## config.mk

```make
export PLATFORM = sky130hd
export DESIGN_NAME = pipe_hazard_ctrl
export DESIGN_NICKNAME = d
export VERILOG_FILES = /design/src/rtl/pipe_hazard_ctrl.sv
export SDC_FILE = /design/constraint.sdc
export NUM_CORES = 1
export LEC_CHECK = 0
export ABC_AREA = 0
export ABC_CLOCK_PERIOD_IN_PS = 2940
export BUFFER_PORTS_ARGS = -buffer_cell sky130_fd_sc_hd__buf_2
export CELL_PAD_IN_SITES_DETAIL_PLACEMENT = 1
export CELL_PAD_IN_SITES_GLOBAL_PLACEMENT = 1
export CORE_MARGIN = 2
export CORE_UTILIZATION = 33
export DETAILED_ROUTE_END_ITERATION = 12
export PLACE_DENSITY_LB_ADDON = 0.1
export SLEW_MARGIN = 10
export SYNTH_ARGS = -nofsm -noshare
export SYNTH_HDL_FRONTEND = slang
export SYNTH_SLANG_ARGS = --single-unit
export TNS_END_PERCENT = 30
```

## constraint.sdc

```tcl
create_clock -name clock -period 2.94 [get_ports clock]
set_input_delay 0.294 -clock clock [delete_from_list [all_inputs] [get_ports clock]]
set_output_delay 0.294 -clock clock [all_outputs]
set_load 0.005 [all_outputs]
```

## src/rtl/pipe_hazard_ctrl.sv

```systemverilog
// pipe_hazard_ctrl: load-use, redirect and memory-wait stall/flush control for a 5-stage MIPS pipe
// Ports: clock/reset (async, active-high); id_rs/id_rt/id_uses_rt describe the IF/ID reader;
// ex_mem_read/ex_write_reg describe the ID/EX load; mem_branch_taken/mem_jump/mem_req/mem_ready
// come from EX/MEM and data memory; *_en and *_flush drive the pipeline registers; mem_err is the
// sticky watchdog trap. Macro HAZARD_PERF_CNT_EN adds saturating stall_cnt/flush_cnt outputs.
module pipe_hazard_ctrl #(
  parameter int MEM_TIMEOUT = 64,
  parameter int CNT_W = 16
) (
  input  logic       clock,
  input  logic       reset,
  input  logic [4:0] id_rs,
  input  logic [4:0] id_rt,
  input  logic       id_uses_rt,
  input  logic       ex_mem_read,
  input  logic [4:0] ex_write_reg,
  input  logic       mem_branch_taken,
  input  logic       mem_jump,
  input  logic       mem_req,
  input  logic       mem_ready,
  output logic       pc_en,
  output logic       ifid_en,
  output logic       idex_en,
  output logic       exmem_en,
  output logic       memwb_en,
  output logic       ifid_flush,
  output logic       idex_flush,
  output logic       exmem_flush,
  output logic       mem_err
`ifdef HAZARD_PERF_CNT_EN
  ,
  output logic [CNT_W-1:0] stall_cnt,
  output logic [CNT_W-1:0] flush_cnt
`endif
);
  typedef enum logic [1:0] {RUN, MEM_WAIT, TRAP} state_t;
  state_t state;
  logic [7:0] wcnt;
  logic live, mwait, redirect, load_use, go;
  assign live = !reset && state != TRAP;
  assign mwait = mem_req && !mem_ready;
  assign redirect = mem_branch_taken || mem_jump;
  assign load_use = ex_mem_read && ex_write_reg != 5'd0 &&
                    (ex_write_reg == id_rs || (id_uses_rt && ex_write_reg == id_rt));
  assign go = live && !mwait;
  // a redirect flushes the dependent instruction, so it overrides the load-use bubble
  assign pc_en = go && (redirect || !load_use);
  assign ifid_en = pc_en;
  assign idex_en = go;
  assign exmem_en = go;
  assign memwb_en = go;
  assign ifid_flush = go && redirect;
  assign idex_flush = go && (redirect || load_use);
  assign exmem_flush = go && redirect;
  assign mem_err = state == TRAP;
  always_ff @(posedge clock or posedge reset)
    if (reset) begin
      state <= RUN;
      wcnt <= 8'd0;
    end else if (state != TRAP) begin
      state <= mwait ? (wcnt == 8'(MEM_TIMEOUT - 1) ? TRAP : MEM_WAIT) : RUN;
      wcnt <= mwait ? wcnt + 8'd1 : 8'd0;
    end
`ifdef HAZARD_PERF_CNT_EN
  always_ff @(posedge clock or posedge reset)
    if (reset) begin
      stall_cnt <= '0;
      flush_cnt <= '0;
    end else begin
      stall_cnt <= stall_cnt + CNT_W'(!pc_en && state != TRAP && !(&stall_cnt));
      flush_cnt <= flush_cnt + CNT_W'(ifid_flush && !(&flush_cnt));
    end
`else
  logic [CNT_W-1:0] unused_cnt;
  assign unused_cnt = '0;
`endif
endmodule

```

[After elaboration in Yosys (flattened, before gate mapping)]
Cells that the tools add are included.
Operators by class
  add/subtract/negate cells: 1
  equality and inequality tests: 5
  muxes and demuxes: 3
  reductions and logical operators: 18
Operator list (count)
  $eq A5 B5 Y1: 2
  $logic_and A1 B1 Y1: 9
  $add A8 B1 Y8 const B: 1
  $eq A8 B6 Y1 const B: 1
  $mux W8: 1
  $reduce_bool A5 Y1: 1
  $logic_not A1 Y1: 4
  $logic_or A1 B1 Y1: 4
  $mux W2: 2
  $eq A2 B2 Y1 const B: 1
  $ne A2 B2 Y1 const B: 1
Word-level totals
  register bits: 10
  output and inout port bits: 9
  logic and storage cells: 29

[Logic depth before layout (Yosys ltp)]
Gate-level depths: netlist of run 1.
  depth in word-level cells: 7
  depth in mapped cells: 6
  mapped depth without buffers: 5

[Worst setup path after synthesis of run 1]
OpenSTA, ideal clock, no wires.
  path type: input -> output
  start point: input ex_write_reg[1]
  end point: output pc_en
  data arrival time: 1.351 ns
  required time: 2.646 ns
  setup slack: 1.295 ns
  stages: 4
  path buffers: 1
  cells stage by stage: or4_1 -> o21a_1 -> a31oi_1 -> buf_4
Between the ends
  longest elaborated chain between the ends: 7
  elaborated cells between the ends (all ways): 10
  classes of those cells: eq/ne (2); reduce/logical (8)
RTL lines
  start, declared: RTL line 16  | input logic [4:0] ex_write_reg,
  $eq A5 B5 Y1: RTL line 44  | (ex_write_reg == id_rs || (id_uses_rt && ex_write_reg == id_rt));
  $logic_and A1 B1 Y1: RTL line 44
  $logic_or A1 B1 Y1: RTL line 44
  $logic_and A1 B1 Y1 (*): RTL line 43  | assign load_use = ex_mem_read && ex_write_reg != 5'd0 &&
  $logic_not A1 Y1 (*): RTL line 47  | assign pc_en = go && (redirect || !load_use);
  $logic_or A1 B1 Y1 (*): RTL line 47
  $logic_and A1 B1 Y1 (*): RTL line 47
  end, declared: RTL line 21  | output logic pc_en,
Every way passes the cells marked *; elsewhere a longest branch is shown, timed or not.

[Worst setup path in the final report of run 1]
  start point: input ex_write_reg[1]
  end point: output idex_flush
Between the ends
  longest elaborated chain between the ends: 6
  elaborated cells between the ends (all ways): 9
  classes of those cells: eq/ne (2); reduce/logical (7)
RTL lines
  $eq A5 B5 Y1: RTL line 44
  $logic_and A1 B1 Y1: RTL line 44
  $logic_or A1 B1 Y1: RTL line 44
  $logic_and A1 B1 Y1 (*): RTL line 43
  $logic_or A1 B1 Y1 (*): RTL line 53  | assign idex_flush = go && (redirect || load_use);
  $logic_and A1 B1 Y1 (*): RTL line 53
  end, declared: RTL line 27  | output logic idex_flush,
Marks and branches as above.

==> results of run 1 <==
[logic make-up (layout without fill, tap and decap cells)]
family,Yosys count,count (layout),share of synthesized area (%)
compound gates,20,20,17.3
xor+xnor,10,10,12.9
fa+ha+maj,1,1,1.84
buf+inv,8,37,6.64
flops,10,10,36.9
mux,1,1,1.48
simple gates,32,32,22.9
[synth_stat cells (2+ instances only)]
cell type,n
nand4_1,2
o21ai_1,2
dfrtp_1,10
buf_4,4
a21oi_1,2
nor2_1,5
a21o_1,2
nand2_1,10
and3_1,2
xnor2_1,10
inv_1,3
nor3_1,2
o21ai_0,8
a31oi_1,2
nand2b_1,2
nand3_1,5
[worst min-delay path by stage]
stage                     depth (start not counted)  slack (ns)                   end  start
after global placement                            2        0.31  state[1]$_DFFE_PP0N_  reset
final                                             2        0.01   wcnt[7]$_DFFE_PP0N_  reset
after floorplan                                   1        0.14  state[0]$_DFFE_PP0N_  reset
after detailed placement                          2        0.30  state[1]$_DFFE_PP0N_  reset
after CTS                                         2        0.02   wcnt[4]$_DFFE_PP0N_  reset
after global routing                              2        0.04   wcnt[2]$_DFFE_PP0N_  reset
[where the power goes]
group / switching, mW / total [mW] / internal, mW
Sequential: 0.00179 / 0.141 / 0.140
Combinational: 0.0281 / 0.0592 / 0.0310
Clock: 0.0451 / 0.0923 / 0.0473
[state kept, by name, summed over array words and instances (netlist names)]
signal,cells
state,2
wcnt,8
[stage by stage]
stage | worst slack, ns | power [mW] | area (sq um)
2_1_floorplan | 1.29 | 0.178 | 678
3_3_place_gp | 1.08 | 0.203 | 833
3_5_place_dp | 1.07 | 0.204 | 833
4_1_cts | 1.06 | 0.297 | 856
5_1_grt | 0.982 | 0.316 | 856
6_report | 1.07 | 0.293 | 856
[metal layers]
metal | GRT usage [%] | up-vias
li1 | - | 341
met1 | 19.5 | 322
met2 | 29.3 | 19
met4 | 1.43 | 0
met5 | 0 | -
met3 | 5.83 | 2
[area by class of cell]
cell class / instances / share of cell area [%]
Inverter: 3 / 1.32
Clock buffer: 3 / 2.63
Timing Repair Buffer: 31 / 18.1
Sequential cell: 10 / 29.2
Tap cell: 27 / 3.95
Multi-Input combinational cell: 64 / 44.7
==> out/metrics.yaml, run 1 <==
die:
  die_w_um: 49.3
  pin_count: 32
  rows: 16
  die_height_um: 49.3
  core_sq_mm: 0.00194
  dieArea_sq_mm: 0.00243
  initial_core_util_pct: 34.9
clock_tree:
  clk_latency_ns: 0.26
  cts_setup_buffers: 0
  clk_path_buf_depth: 2
  clk_pin_slew_ns: 0.06
  cts-root-buf: "clkbuf_4"
  clock_sinks: 10
  ctsResizeCount: 0
  cts_tree: "done"
  cts_buffers: 3
  cts_htree_levels: 1
  holdBufCountCts: 0
logic_synthesis:
  synth-edff-count: 0
  yosysWarnings: 0
  ys_async_sr_fraction_pct: 100
  synthCells: 82
  syn_area_sq_um: 678
  synth_flop_cell: "dfrtp_1"
  synth_cell_type_count: 27
  avgSynthCellArea_sq_um: 8.27
  yosys_register_bits: 10
  synthTopCellsByArea: "dfrtp_1 37%, xnor2_1 13%, o21ai_0 5.9%, nand2_1 5.5%, buf_4 4.4%"
  synth_top_area_share_pct: 36.9
  ys_seq_area_share_pct: 36.9
  syn_nets: 106
  yosysTopAreaCell: "dfrtp_1"
hold_path:
  hp-class: "input port to async pin"
sta:
  worst_pin_slew_ns: 0.421
  slew_headroom_pct: 71.9
  slew_violations: 0
  min_period_over_period_pct: 63.7
  hold_viol: 0
  finalSetupViolCount: 0
  timing.hold.ws_ns: 0.0127
  fin_crit_ns: 1.87
  tns_ns: 0
  fin_skew_ns: 0.000221
  rsz0062_at_grt: "no"
  clock.fmax_mhz: 534
worst_setup_path:
  worst_ep_required_time_ns: 2.65
  r2r.worst_path.cells: 5
  r2r_start: "wcnt[0]$_DFFE_PP0N_"
  reg2reg_slack_ns: 1.53
  cp_top_family: "simple AND/OR/NAND/NOR gates"
  worstPathArrival_ns: 1.58
  cp.depth: 6
  critPathKind: "input port to output port"
  cp_cell_sequence: "buf_2, or4_1, o21a_1, and2_0, a21o_1, buf_2"
  crit_end: "idex_flush"
  crit_slowest_cell: "or4_1"
  r2r-end: "state[1]$_DFFE_PP0N_"
  worstSetupStartpointType: "input port"
  cp_max_fo: 3
  critPathCaptureType: "output port"
  critPathLaunch: "ex_write_reg[1]"
  cpPeakStageDelay_ns: 0.53
  cp.buffers_inverters: 2
  cp_common_cell: "buf_2"
routing:
  wl_met3_um: 97
  routedWlPerCell_um: 12.4
  wirelength_um: 1710
  drtAntennaViolNets: 0
  post-route-drc-count: 0
  drt-initial-drc-count: 9
  vias: 684
  dr.pass1.iters: 4
  wl_met2_um: 816
  wl_met1_um: 792
  viasPerCell: 4.96
  routed.top_layer: "met4"
power:
  ir_drop_mv: 0.341
  leakage_nw: 0.444
  power_density_mw_per_mm2: 342
run_status:
  outcome: "complete, no violations"
layout:
  instances_no_fill: 138
  final-seq-area_sq_um: 250
  insertedDiodeCount: 0
  multiInputGateArea_sq_um: 383
  drive_above_1_share_pct: 30.6
  layout_common_cells: "31 x buf_2, 10 x nand2_1, 10 x xnor2_1, 10 x dfrtp_1, 8 x o21ai_0"
  utilization_pct: 44.1
  final_common_cell: "buf_2"
  fillers: 269
  syn2layout_area_growth_pct: 26.2
  fin_nets: 137
global_route:
  grt_pass1_wl_um: 3080
  grt_max_degree: 12
  track_usage_pct: 16.4
  gr-total-overflow: 0
  antenna_found_initial: 0
  grt_pass1_vias: 710
placed_design:
  gp_congestion: 0.764
  place_inst: 135
  io_buffers: 31
  dp_hpwl_um: 1410
job:
  drv_cap: 0
Power figures use the tool's default switching activity.
==> run 2: changes to the inputs <==
- ABC_CLOCK_PERIOD_IN_PS: 2940 -> 1600
- CORE_UTILIZATION: 33 -> 28
- clock period: 2.94 -> 1.6 ns (I/O delays scaled with it)
==> out/metrics.yaml, run 2 (synthesized netlist as in run 1, its figures left out) <==
worst_setup_path:
  crit_slowest_cell: "or4_4"
  cp.buffers_inverters: 2
  crit_end: "idex_flush"
  cp_max_fo: 2
  critPathCaptureType: "output port"
  cp_cell_sequence: "buf_6, or4_4, o21a_1, and2_1, a21o_1, buf_2"
  r2r.worst_path.cells: 5
  worstSetupStartpointType: "input port"
  reg2reg_slack_ns: 0.24
  critPathLaunch: "ex_write_reg[2]"
  cpPeakStageDelay_ns: 0.52
  critPathKind: "input port to output port"
  worstPathArrival_ns: 1.40
  r2r-end: "state[1]$_DFFE_PP0N_"
  worst_ep_required_time_ns: 1.44
  r2r_start: "wcnt[0]$_DFFE_PP0N_"
  cp.depth: 6
  cp_top_family: "simple AND/OR/NAND/NOR gates"
layout:
  syn2layout_area_growth_pct: 39.9
  utilization_pct: 42.1
  top_regs: "wcnt x8, state x2"
  layout_common_cells: "30 x buf_2, 10 x nand2_1, 10 x xnor2_1, 10 x dfrtp_1, 8 x o21ai_0"
  final_common_cell: "buf_2"
  drive_above_1_share_pct: 38.1
  insertedDiodeCount: 0
  regMostFlops: "wcnt"
  instances_no_fill: 146
  fin_nets: 143
  design_area_sq_um: 948
  largest_reg_flops: 8
clock_tree:
  cts-root-buf: "clkbuf_4"
  cts_htree_levels: 1
  clk_pin_slew_ns: 0.07
  clock_sinks: 10
  clk_latency_ns: 0.26
  cts_tree: "done"
  clk_path_buf_depth: 2
  cts_buffers: 3
placed_design:
  gp_congestion: 0.735
  dp_hpwl_um: 1560
  post_dp_cell_area_sq_um: 865
  place_inst: 140
  io_buffers: 31
global_route:
  gr-total-overflow: 0
  track_usage_pct: 16.2
  grt_pass1_wl_um: 3380
  antenna_found_initial: 0
  grt_max_degree: 12
  grt_pass1_vias: 769
sta:
  rsz0062_at_grt: "no"
  hold_viol: 0
  clock.fmax_mhz: 642
  min_period_over_period_pct: 97.3
  fin_crit_ns: 1.56
  slew_headroom_pct: 78.2
  worst_pin_slew_ns: 0.327
  fin_skew_ns: 0.00281
  tns_ns: 0
  slew_violations: 0
  finalSetupViolCount: 0
routing:
  wirelength_um: 1920
  routedWlPerCell_um: 13.2
  post-route-drc-count: 0
  drtAntennaViolNets: 0
  drt-initial-drc-count: 5
  dr.pass1.iters: 4
  vias: 716
  viasPerCell: 4.90
die:
  initial_core_util_pct: 30.1
  die_height_um: 53.2
  dieArea_sq_mm: 0.00283
  rows: 17
  pin_count: 32
  die_w_um: 53.2
  core_sq_mm: 0.00225
power:
  power_mw: 0.617
  power_density_mw_per_mm2: 651
  ir_drop_mv: 0.431
  leakage_nw: 0.489
job:
  drv_cap: 0
hold_path:
  hp-class: "input port to flop"
run_status:
  outcome: "complete, no violations"
## run 2: cell types whose count changed in the layout (fill, tap and decap cells not counted), sizes merged
cell         previous run  this run
buf                    31        36
clkbuf                  3         4
dlygate4sd3             0         1
## run 2: worst register-to-register path: cells and delay by family, from the launching register on
kind / cells / cell delay (ns)
AND/OR/NAND/NOR: 3 / 0.54
flip-flops: 1 / 0.41
adder cells (fa/ha/maj): 1 / 0.20
AO/OA/AOI/OAI: 1 / 0.15
## run 2: cell type report
class / instances / area (sq um)
fillers: 291 / 1310
multi-input cells: 64 / 407
flip-flops and latches: 10 / 250
repair buffers: 37 / 209
clock buffers: 4 / 36.3
well taps: 28 / 35.0
inverters: 3 / 11.3
## run 2: worst min-delay path by stage
stage          slack [ns]      start                    to  cells after the start
4_1_cts              0.21  mem_ready  state[1]$_DFFE_PP0N_                      3
3_3_place_gp         0.19      reset  state[0]$_DFFE_PP0N_                      3
2_1_floorplan       0.008      reset  state[0]$_DFFE_PP0N_                      1
5_1_grt              0.24  mem_ready  state[1]$_DFFE_PP0N_                      3
3_5_place_dp         0.18      reset  state[1]$_DFFE_PP0N_                      3
6_report             0.21  mem_ready  state[1]$_DFFE_PP0N_                      3
## run 2: power by group
part / internal [mW] / leakage [nW] / switching, mW / total (mW)
Clock: 0.138 / 0.0210 / 0.0878 / 0.226
Combinational: 0.0717 / 0.331 / 0.0606 / 0.132
Sequential: 0.256 / 0.138 / 0.00306 / 0.259
## run 2: what timing repair did
item                                    CTS  global route
pin swaps                                 3             4
gates resized for setup                   4             5
setup buffers                             1             0
endpoints found under the setup margin    1             2
hold buffers                              1             0
endpoints found under the hold margin    10             0
cloned                                    0             0
## run 2: metal layers
metal,routed length (um),part of all wire [%],up-vias,global-route usage [%]
li1,-,-,355,-
met1,836,43,337,18.9
met2,941,49,22,29.4
met3,133,6.9,2,2.82
met4,12,0.62,0,5.13
met5,0,0,-,0
## run 2: metrics by stage
step	hold WS [ns]	worst slack, ns
CTS	0.210	0.00254
global route	0.235	0.00150
floorplan	0.00811	0.223
finish	0.213	0.0433
global placement	0.187	0.0345
detailed placement	0.180	-0.00720
